<file path="src/rtl/mem_pkg.sv">
// Shared types and default sizes for the memory arbiter slice.
package mem_pkg;
  localparam int ADDR_WIDTH = 9;
  localparam int WIDTH      = 16;
  localparam int DEPTH      = 512;
  localparam int TIMEOUT    = 15;

  typedef enum logic [1:0] {IDLE, BUSY, DONE} state_t;
endpackage

</file>
<file path="src/rtl/rr_picker.sv">
// Combinational round-robin picker: first set request strictly after i_ptr,
// searching upward with wrap-around.
module rr_picker #(
  parameter int N  = 4,
  parameter int IW = $clog2(N)
) (
  input  logic [N-1:0]  i_req,
  input  logic [IW-1:0] i_ptr,
  output logic [IW-1:0] o_idx,
  output logic          o_any
);
  logic [N-1:0][IW-1:0] w_pos;
  logic [N-1:0]         w_hit;

  // w_pos[gi] is the requester sitting gi+1 places after the pointer
  for (genvar gi = 0; gi < N; gi++) begin : g_rot
    logic [IW:0] w_sum;
    assign w_sum      = {1'b0, i_ptr} + (IW+1)'(gi + 1);
    assign w_pos[gi]  = (w_sum >= (IW+1)'(N)) ? IW'(w_sum - (IW+1)'(N)) : IW'(w_sum);
    assign w_hit[gi]  = i_req[w_pos[gi]];
  end

  always_comb begin
    o_idx = '0;
    o_any = 1'b0;
    for (int k = N - 1; k >= 0; k--) begin
      if (w_hit[k]) begin
        o_idx = w_pos[k];
        o_any = 1'b1;
      end
    end
  end
endmodule

</file>
<file path="src/rtl/mem_arbiter.sv">
// Round-robin sequencer sharing one single-port valid/ready memory among
// NUM_REQ requesters, one transaction at a time, with a BUSY timeout.
module mem_arbiter #(
  parameter int NUM_REQ    = 4,
  parameter int ADDR_WIDTH = mem_pkg::ADDR_WIDTH,
  parameter int WIDTH      = mem_pkg::WIDTH,
  parameter int TIMEOUT    = mem_pkg::TIMEOUT
) (
  input  logic                          clk_i,
  input  logic                          rst_i,
  input  logic [NUM_REQ-1:0]            req_valid_i,
  input  logic [NUM_REQ-1:0]            req_wr_rd_i,
  input  logic [NUM_REQ*ADDR_WIDTH-1:0] req_addr_i,
  input  logic [NUM_REQ*WIDTH-1:0]      req_wdata_i,
  output logic [NUM_REQ-1:0]            req_ready_o,
  output logic                          req_err_o,
  output logic [WIDTH-1:0]              req_rdata_o,
  output logic [$clog2(NUM_REQ)-1:0]    grant_o,
  output logic                          busy_o,
  output logic                          mem_valid_o,
  output logic                          mem_wr_rd_o,
  output logic [ADDR_WIDTH-1:0]         mem_addr_o,
  output logic [WIDTH-1:0]              mem_wdata_o,
  input  logic                          mem_ready_i,
  input  logic [WIDTH-1:0]              mem_rdata_i
);
  import mem_pkg::*;

  localparam int GW = $clog2(NUM_REQ);
  localparam int CW = $clog2(TIMEOUT);

  state_t              r_state;
  logic [GW-1:0]       r_ptr;
  logic [CW-1:0]       r_cnt;
  logic [GW-1:0]       r_grant;
  logic                r_busy;
  logic                r_mem_valid;
  logic                r_mem_wr_rd;
  logic [ADDR_WIDTH-1:0] r_mem_addr;
  logic [WIDTH-1:0]    r_mem_wdata;
  logic [NUM_REQ-1:0]  r_req_ready;
  logic                r_req_err;
  logic [WIDTH-1:0]    r_req_rdata;

  logic [GW-1:0]         w_pick;
  logic                  w_any;
  logic [ADDR_WIDTH-1:0] w_sel_addr;
  logic [WIDTH-1:0]      w_sel_wdata;
  logic                  w_sel_wr;
  logic                  w_timeout;
  logic [NUM_REQ-1:0]    w_onehot;

  rr_picker #(.N(NUM_REQ), .IW(GW)) u_picker (
    .i_req (req_valid_i),
    .i_ptr (r_ptr),
    .o_idx (w_pick),
    .o_any (w_any)
  );

  assign w_sel_addr  = req_addr_i[w_pick*ADDR_WIDTH +: ADDR_WIDTH];
  assign w_sel_wdata = req_wdata_i[w_pick*WIDTH +: WIDTH];
  assign w_sel_wr    = req_wr_rd_i[w_pick];
  assign w_timeout   = (r_cnt == CW'(TIMEOUT - 1));
  assign w_onehot    = NUM_REQ'(1) << r_grant;

  always_ff @(posedge clk_i) begin
    if (rst_i) begin
      r_state     <= IDLE;
      r_ptr       <= GW'(NUM_REQ - 1);
      r_cnt       <= '0;
      r_grant     <= '0;
      r_busy      <= 1'b0;
      r_mem_valid <= 1'b0;
      r_mem_wr_rd <= 1'b0;
      r_mem_addr  <= '0;
      r_mem_wdata <= '0;
      r_req_ready <= '0;
      r_req_err   <= 1'b0;
      r_req_rdata <= '0;
    end else begin
      r_req_ready <= '0;
      r_req_err   <= 1'b0;
      case (r_state)
        IDLE: begin
          if (w_any) begin
            r_grant     <= w_pick;
            r_mem_addr  <= w_sel_addr;
            r_mem_wr_rd <= w_sel_wr;
            if (w_sel_wr) r_mem_wdata <= w_sel_wdata;
            r_mem_valid <= 1'b1;
            r_busy      <= 1'b1;
            r_cnt       <= '0;
            r_state     <= BUSY;
          end
        end
        BUSY: begin
          r_cnt <= r_cnt + 1'b1;
          // a real ready wins over a timeout landing in the same cycle
          if (mem_ready_i || w_timeout) begin
            r_req_ready <= w_onehot;
            r_req_err   <= ~mem_ready_i;
            if (mem_ready_i && !r_mem_wr_rd) r_req_rdata <= mem_rdata_i;
            r_mem_valid <= 1'b0;
            r_ptr       <= r_grant;
            r_cnt       <= '0;
            r_state     <= DONE;
          end
        end
        DONE: begin
          r_busy  <= 1'b0;
          r_state <= IDLE;
        end
        default: r_state <= IDLE;
      endcase
    end
  end

  assign req_ready_o = r_req_ready;
  assign req_err_o   = r_req_err;
  assign req_rdata_o = r_req_rdata;
  assign grant_o     = r_grant;
  assign busy_o      = r_busy;
  assign mem_valid_o = r_mem_valid;
  assign mem_wr_rd_o = r_mem_wr_rd;
  assign mem_addr_o  = r_mem_addr;
  assign mem_wdata_o = r_mem_wdata;
endmodule
</file>
<file path="config.mk">
export PLATFORM = sky130hd
export DESIGN_NAME = mem_arbiter
export DESIGN_NICKNAME = d
export VERILOG_FILES = /design/src/rtl/mem_pkg.sv /design/src/rtl/rr_picker.sv /design/src/rtl/mem_arbiter.sv
export SDC_FILE = /design/constraint.sdc
export NUM_CORES = 1
export LEC_CHECK = 0
export ABC_AREA = 0
export ABC_CLOCK_PERIOD_IN_PS = 5000
export CAP_MARGIN = 20
export CORE_AREA = 3 3 81 159
export DETAILED_ROUTE_END_ITERATION = 8
export DIE_AREA = 0 0 84 162
export GPL_TIMING_DRIVEN = 0
export PLACE_DENSITY = 0.67
export REMOVE_ABC_BUFFERS = 1
export SLEW_MARGIN = 20
export SYNTH_ARGS = -nofsm -noshare
export SYNTH_HDL_FRONTEND = slang
export SYNTH_SLANG_ARGS = --single-unit
</file>
<file path="constraint.sdc">
create_clock -name clk_i -period 5 [get_ports clk_i]
set_input_delay 1 -clock clk_i [delete_from_list [all_inputs] [get_ports clk_i]]
set_output_delay 1 -clock clk_i [all_outputs]
set_load 0.01 [all_outputs]
</file>
======== After elaboration in Yosys (flattened, before gate mapping) ========
Index checks and enable logic that the tools add are counted.
word-level totals
  input port bits ......................... 127
  word-level logic and storage cells ...... 89
  register bits ........................... 59
operators by class
  eq/ne operators ......................... 5
  bitwise operators ....................... 3
  $lt $le $gt $ge ......................... 9
  reductions and logical operators ........ 15
  shift operators ......................... 3
  add/subtract/negate cells ............... 9
  $mul .................................... 1
  multiplexer cells ....................... 32
operator list
  operator                                                              count
  64-bit by 7-bit indexed part select with 16-bit output                1
  36-bit by 7-bit indexed part select with 9-bit output                 1
  2-bit two-way mux                                                     10
  2-bit by 3-bit < comparator with 1-bit output, second input constant  5
  3-bit greater-or-equal comparator, second input constant              4
  1-bit two-way mux                                                     11
  1-bit binary-select mux with 2-bit select                             5
  2-bit AND reduction                                                   5
  3-bit AND reduction                                                   3
  4-bit two-way mux                                                     2
  4-bit case mux with 2 select lines                                    1
  2-bit by 1-bit subtractor with 2-bit output, second input constant    4
  2-bit by 2-bit adder with 3-bit output, second input constant         2
  2-bit by 4-bit multiplier with 6-bit output, second input constant    1
  4-bit by 1-bit adder with 4-bit output, second input constant         1
  4-bit == test, second input constant                                  1
  1-bit case mux with 2 select lines                                    2
  2-bit case mux with 2 select lines                                    1
  2-bit nonzero test                                                    2
  1-bit by 2-bit << shifter with 4-bit output, first input constant     1
  2-bit by 1-bit adder with 3-bit output, second input constant         1
  2-bit by 3-bit adder with 3-bit output, second input constant         1
  1-bit inverter                                                        3
  3-bit OR reduction                                                    1
  8 further kinds                                                       8

======== Logic depth before layout (Yosys ltp) ========
  depth after elaboration ................. 12
  mapped depth ............................ 9
  mapped depth without buffers ............ 7

======== Modules after synthesis ========
A second synthesis with hierarchy kept.
unflattened totals
  cell total of the unflattened synthesis .. 305
  area total of the unflattened synthesis .. 3012.9 µm²
by module, submodules not included
  module       instances  area an instance (µm²)  cells an instance
  mem_arbiter  1          2921.6                  291
  rr_picker    1          91.3                    14

======== Worst setup path before layout ========
OpenSTA, ideal clock, no wires.
  kind .................................... input-to-reg
  start ................................... input port req_valid_i[1]
  end ..................................... register r_mem_wdata[11], in the netlist mem_wdata_o[11]
  data arrival time ....................... 2351 ps
  buffers on the path ..................... 1
  path slack .............................. 2514 ps
  stages .................................. 7
  library setup time ...................... 135 ps
  cell sequence ........................... or4_4 -> nand2_4 -> nor3b_2 -> mux2_4 -> buf_6 -> o21ai_2 -> a21oi_2
on the way
  word-level cells in the longest chain between the ends .. 9
ends and longest elaborated chain
  item                                                                                            RTL line           text
  start, declared                                                                                 mem_arbiter.sv:11  input logic [NUM_REQ-1:0] req_valid_i,
  branches (longest 9 deep; another with 64-bit by 7-bit indexed part select with 16-bit output)  --
  end signal, assigned                                                                            mem_arbiter.sv:89  if (w_sel_wr) r_mem_wdata <= w_sel_wdata;
  end, declared                                                                                   mem_arbiter.sv:40  logic [WIDTH-1:0] r_mem_wdata;
Parallel ways; which one is timed is not known. The select of a mux whose other input is x is not followed.
A chain may end at the register's enable or synchronous reset.

======== Final worst setup path ========
  start ................................... input port req_valid_i[3]
  end ..................................... register r_mem_wdata[4], in the netlist mem_wdata_o[4]
The elaborated chain is that of the path after synthesis.

==> Implementation_results.wiki <==
{| class="wikitable"
! Metric !! Value
|-
| Max-slew violation count || 0
|-
| Fraction of the mapped netlist area in compound gates || 17.65%
|-
| Drt drc || 0
|-
| Share of post-route cells with drive strength above 1 || 12.55%
|-
| Final Routed Wirelength || 10.22 mm
|-
| Hold/Removal Path Class || flop to flop
|-
| Register bit total from synthesis || 59
|-
| Row count || 56
|-
| Slack of the critical path || 1401 ps
|-
| Final Skew || 5.805 ps
|-
| Count of warnings emitted by yosys || 0
|-
| CTS root buffer || sky130_fd_sc_hd__clkbuf_16
|-
| Number of distinct library cell variants in the gate-level netlist after synthesis || 44
|-
| Sequential fraction of design power || 32.8%
|-
| Kind of critical path || input pin to flop
|-
| Setup-failing EPs final || 0
|-
| Number of buffers and inverters on the critical path || 3
|-
| Critical Path Max Stage Delay || 620 ps
|-
| Final routed wire length divided by cell count || 15.23 um
|-
| Clk_lat worst skew || 320 ps
|-
| Period Utilization, post-route || 71.99%
|-
| Die area || 0.01361 mm^2
|-
| Post-layout util || 46.03%
|-
| Worst-Margin Slew || 720.8 ps
|-
| Worst EP required || 5250 ps
|-
| Port buffer count || 177
|-
| Number of buffers added by the clock tree synthesis step || 9
|-
| Gate family responsible for the most delay along the worst path || buffers and inverters
|-
| Horizontal extent of the die || 84 um
|-
| H-tree depth || 3
|-
| Main flop type after synthesis || sky130_fd_sc_hd__dfxtp_1
|-
| Half-perimeter wire length after placement || 8.099 mm
|-
| Mux contribution to synthesized area || 24.14%
|-
| Iteration count of the initial detailed-routing pass || 4
|-
| Die span in y || 162 um
|-
| Max Fclk || 277.8 MHz
|-
| Element type at the critical path end || flop
|-
| Final min period || 3599 ps
|-
| Via count || 3,225
|-
| Worst setup timing slack at the placement stage || 1017 ps
|-
| Detailed-route vias per instance || 4.806
|-
| Max Fanout on Critical Path || 20
|-
| Sw Share || 27.68%
|-
| Power dissipated by switching net loads || 0.4533 mW
|-
| Count of routing violations after the opening detailed-route iteration || 72
|-
| EDFF count, synth || 0
|-
| Power Density || 300.5 mW/mm^2
|-
| Core Box Area || 0.01184 mm^2
|-
| Clock sink total || 59
|-
| Final RePlAce weighted congestion || 0.7537
|-
| Unrepaired setup endpoints after global routing || no
|-
| Number of antenna violations at the first check in global routing || 0
|-
| Normalized max-slew margin || 50.92%
|-
| Total design power || 1.638 mW
|-
| Proportion of synthesized flip-flops having asynchronous set or reset || 0%
|-
| Maximum clock insertion buffer count || 2
|-
| Num ports || 178
|-
| Logic gate share of total power || 29.5%
|-
| Static power due to leakage || 2.028 nW
|-
| Part of the total power dissipated in the clock network || 37.7%
|-
| Max-capacitance violation count || 0
|-
| Share of the synthesized netlist area taken by xor and xnor gates || 0%
|-
| Accumulated negative setup slack || 0 ps
|-
| Clock edge transition at the registers on the reported setup and hold paths || 50 ps
|-
| Combined area of all synthesized cells || 0.003261 mm^2
|-
| Post-layout net count || 650
|-
| Post-detailed-route count of antenna-violating nets || 0
|-
| Worst-path cell chain || clkdlybuf4s50_1 -> nand3b_1 -> a31oi_4 -> buf_16 -> buf_16 -> nand3_1 -> mux2i_4 -> o21ai_1 -> a21oi_1
|-
| Sequential fraction of the synthesis area || 36.22%
|-
| Hold Buf Count CTS || 0
|-
| Wire length of the first global-routing pass || 16.24 mm
|-
| Dominant combinational cell family by area after synthesis || multiplexers
|-
| Cells resized by post-CTS repair || 0
|-
| Total global routing track utilization || 14.82%
|-
| Maximum number of pins on one net before global-route repair || 32
|-
| Antenna Cells || 0
|-
| Layout Area Growth over Synthesis || 67.15%
|-
| Simple-gate share of the synthesized area || 15.77%
|-
| Worst voltage drop across the vdd grid || 0.0001737 V
|-
| Cell mode on critical path || sky130_fd_sc_hd__buf_16
|-
| Average footprint of a synthesized cell || 9.237 um^2
|-
| Post-synthesis adder-cell area fraction || 0.7675%
|-
| Endpoint arrival time on the critical path || 3850 ps
|-
| Overall overflow remaining after global route || 0
|-
| Buffers inserted by post-CTS timing repair || 0
|-
| CTS tree || yes
|-
| Final hold slack || 449.4 ps
|-
| Via count of the first global-routing pass || 3,377
|-
| Gate Count Post-Synth || 353
|-
| Max stage delay cell, worst path || sky130_fd_sc_hd__mux2i_4
|-
| Number of hold-slack violations in the final timing report || 0
|-
| Result of the run || completed
|-
| Startpoint types || input pin
|-
| Internal power || 1.184 mW
|-
| Starting density of the core || 27.54%
|}
==> cell type report <==
class,instances,area (um^2)
fillers,1148,6391
flip-flops and latches,59,1181
multi-input cells,267,1903
clock buffers,10,239.0
well taps,145,181.4
repair buffers,181,1869
inverters,3,11.26
clock inverters,6,65.06
==> routing by layer <==
metal | track usage [%] | share of wire [%] | vias up
met5 | 0 | 0 | -
met4 | 5.344 | 2.3 | 0
met3 | 3.706 | 6.0 | 16
met2 | 29.99 | 58 | 119
met1 | 13.87 | 34 | 1489
li1 | - | - | 1601
==> cells by family after synthesis <==
logic type / Yosys count
adder cells (fa/ha/maj): 2
AND/OR/NAND/NOR: 107
flip-flops: 59
buffers and inverters: 27
multiplexers: 71
AO/OA/AOI/OAI: 87
==> worst paths after layout <==
check                           slack (ps)                           to                        from  depth (start not counted)
worst max-delay path                  1400  mem_wdata_o[4]$_SDFFE_PP0P_              req_valid_i[3]                          9
worst min-delay path                   450   mem_addr_o[7]$_SDFFE_PP0P_  mem_addr_o[7]$_SDFFE_PP0P_                          2
worst max register to register        2200  mem_wdata_o[4]$_SDFFE_PP0P_       r_ptr[1]$_SDFFE_PP1N_                          8
worst min register to register         450   mem_addr_o[7]$_SDFFE_PP0P_  mem_addr_o[7]$_SDFFE_PP0P_                          2
==> cells in the final DEF, fill, tap and decap left out, types with 4 or more instances in the layout <==
cell	instances
sky130_fd_sc_hd__mux2_2	9
sky130_fd_sc_hd__clkbuf_16	9
sky130_fd_sc_hd__mux2i_1	52
sky130_fd_sc_hd__clkdlybuf4s50_1	176
sky130_fd_sc_hd__a22oi_1	6
sky130_fd_sc_hd__o21ai_1	6
sky130_fd_sc_hd__o21ai_2	10
sky130_fd_sc_hd__mux2_4	8
sky130_fd_sc_hd__nand3_1	19
sky130_fd_sc_hd__dfxtp_1	59
sky130_fd_sc_hd__nor2_1	17
sky130_fd_sc_hd__nand2_1	47
sky130_fd_sc_hd__a21oi_2	10
sky130_fd_sc_hd__a21oi_1	38
sky130_fd_sc_hd__nand2b_1	4
==> power groups by stage <==
| stage | Combinational [mW] | Clock [mW] | Sequential (mW) |
|---|---|---|---|
| after floorplan | 0.221 | 0 | 0.562 |
| after global placement | 0.471 | 0 | 0.546 |
| after detailed placement | 0.490 | 0 | 0.547 |
| after CTS | 0.491 | 0.638 | 0.537 |
| after global routing | 0.523 | 0.657 | 0.543 |
| final | 0.483 | 0.617 | 0.537 |
==> tightest hold or removal path: stages (launching register included) <==
cell,delay [ps]
sky130_fd_sc_hd__dfxtp_1,300
sky130_fd_sc_hd__nand2_1,50
sky130_fd_sc_hd__a21oi_1,50
==> metrics by stage <==
| step | area [um^2] | std cells |
|---|---|---|
| 2_1_floorplan | 3094 | 329 |
| 3_3_place_gp | 5047 | 651 |
| 3_5_place_dp | 5146 | 655 |
| 4_1_cts | 5450 | 671 |
| 5_1_grt | 5450 | 671 |
| 6_report | 5450 | 671 |
==> synthesized netlist by cell type (3+ instances only) <==
cell	n	area (um^2)
sky130_fd_sc_hd__a21oi_1	38	190.2
sky130_fd_sc_hd__a21oi_2	10	87.58
sky130_fd_sc_hd__a22oi_1	6	45.04
sky130_fd_sc_hd__buf_6	9	101.4
sky130_fd_sc_hd__clkbuf_1	12	45.04
sky130_fd_sc_hd__dfxtp_1	59	1181
sky130_fd_sc_hd__inv_1	3	11.26
sky130_fd_sc_hd__mux2_2	9	101.4
sky130_fd_sc_hd__mux2_4	8	120.1
sky130_fd_sc_hd__mux2i_1	52	520.5
sky130_fd_sc_hd__nand2_1	47	176.4
sky130_fd_sc_hd__nand2b_1	4	25.02
sky130_fd_sc_hd__nand3_1	19	95.09
sky130_fd_sc_hd__nor2_1	17	63.81
sky130_fd_sc_hd__nor3_1	3	15.01
sky130_fd_sc_hd__o211ai_1	3	22.52
sky130_fd_sc_hd__o21ai_0	3	15.01
sky130_fd_sc_hd__o21ai_1	6	30.03
sky130_fd_sc_hd__o21ai_2	10	87.58
==> registers in the layout (all words and copies together), names as in the netlist <==
register	cells
req_ready_o	4
req_err_o	1
r_cnt	4
mem_valid_o	1
busy_o	1
mem_wr_rd_o	1
r_state	2
mem_wdata_o	16
grant_o	2
r_ptr	2
mem_addr_o	9
req_rdata_o	16
Power figures use the tool's default switching activity.
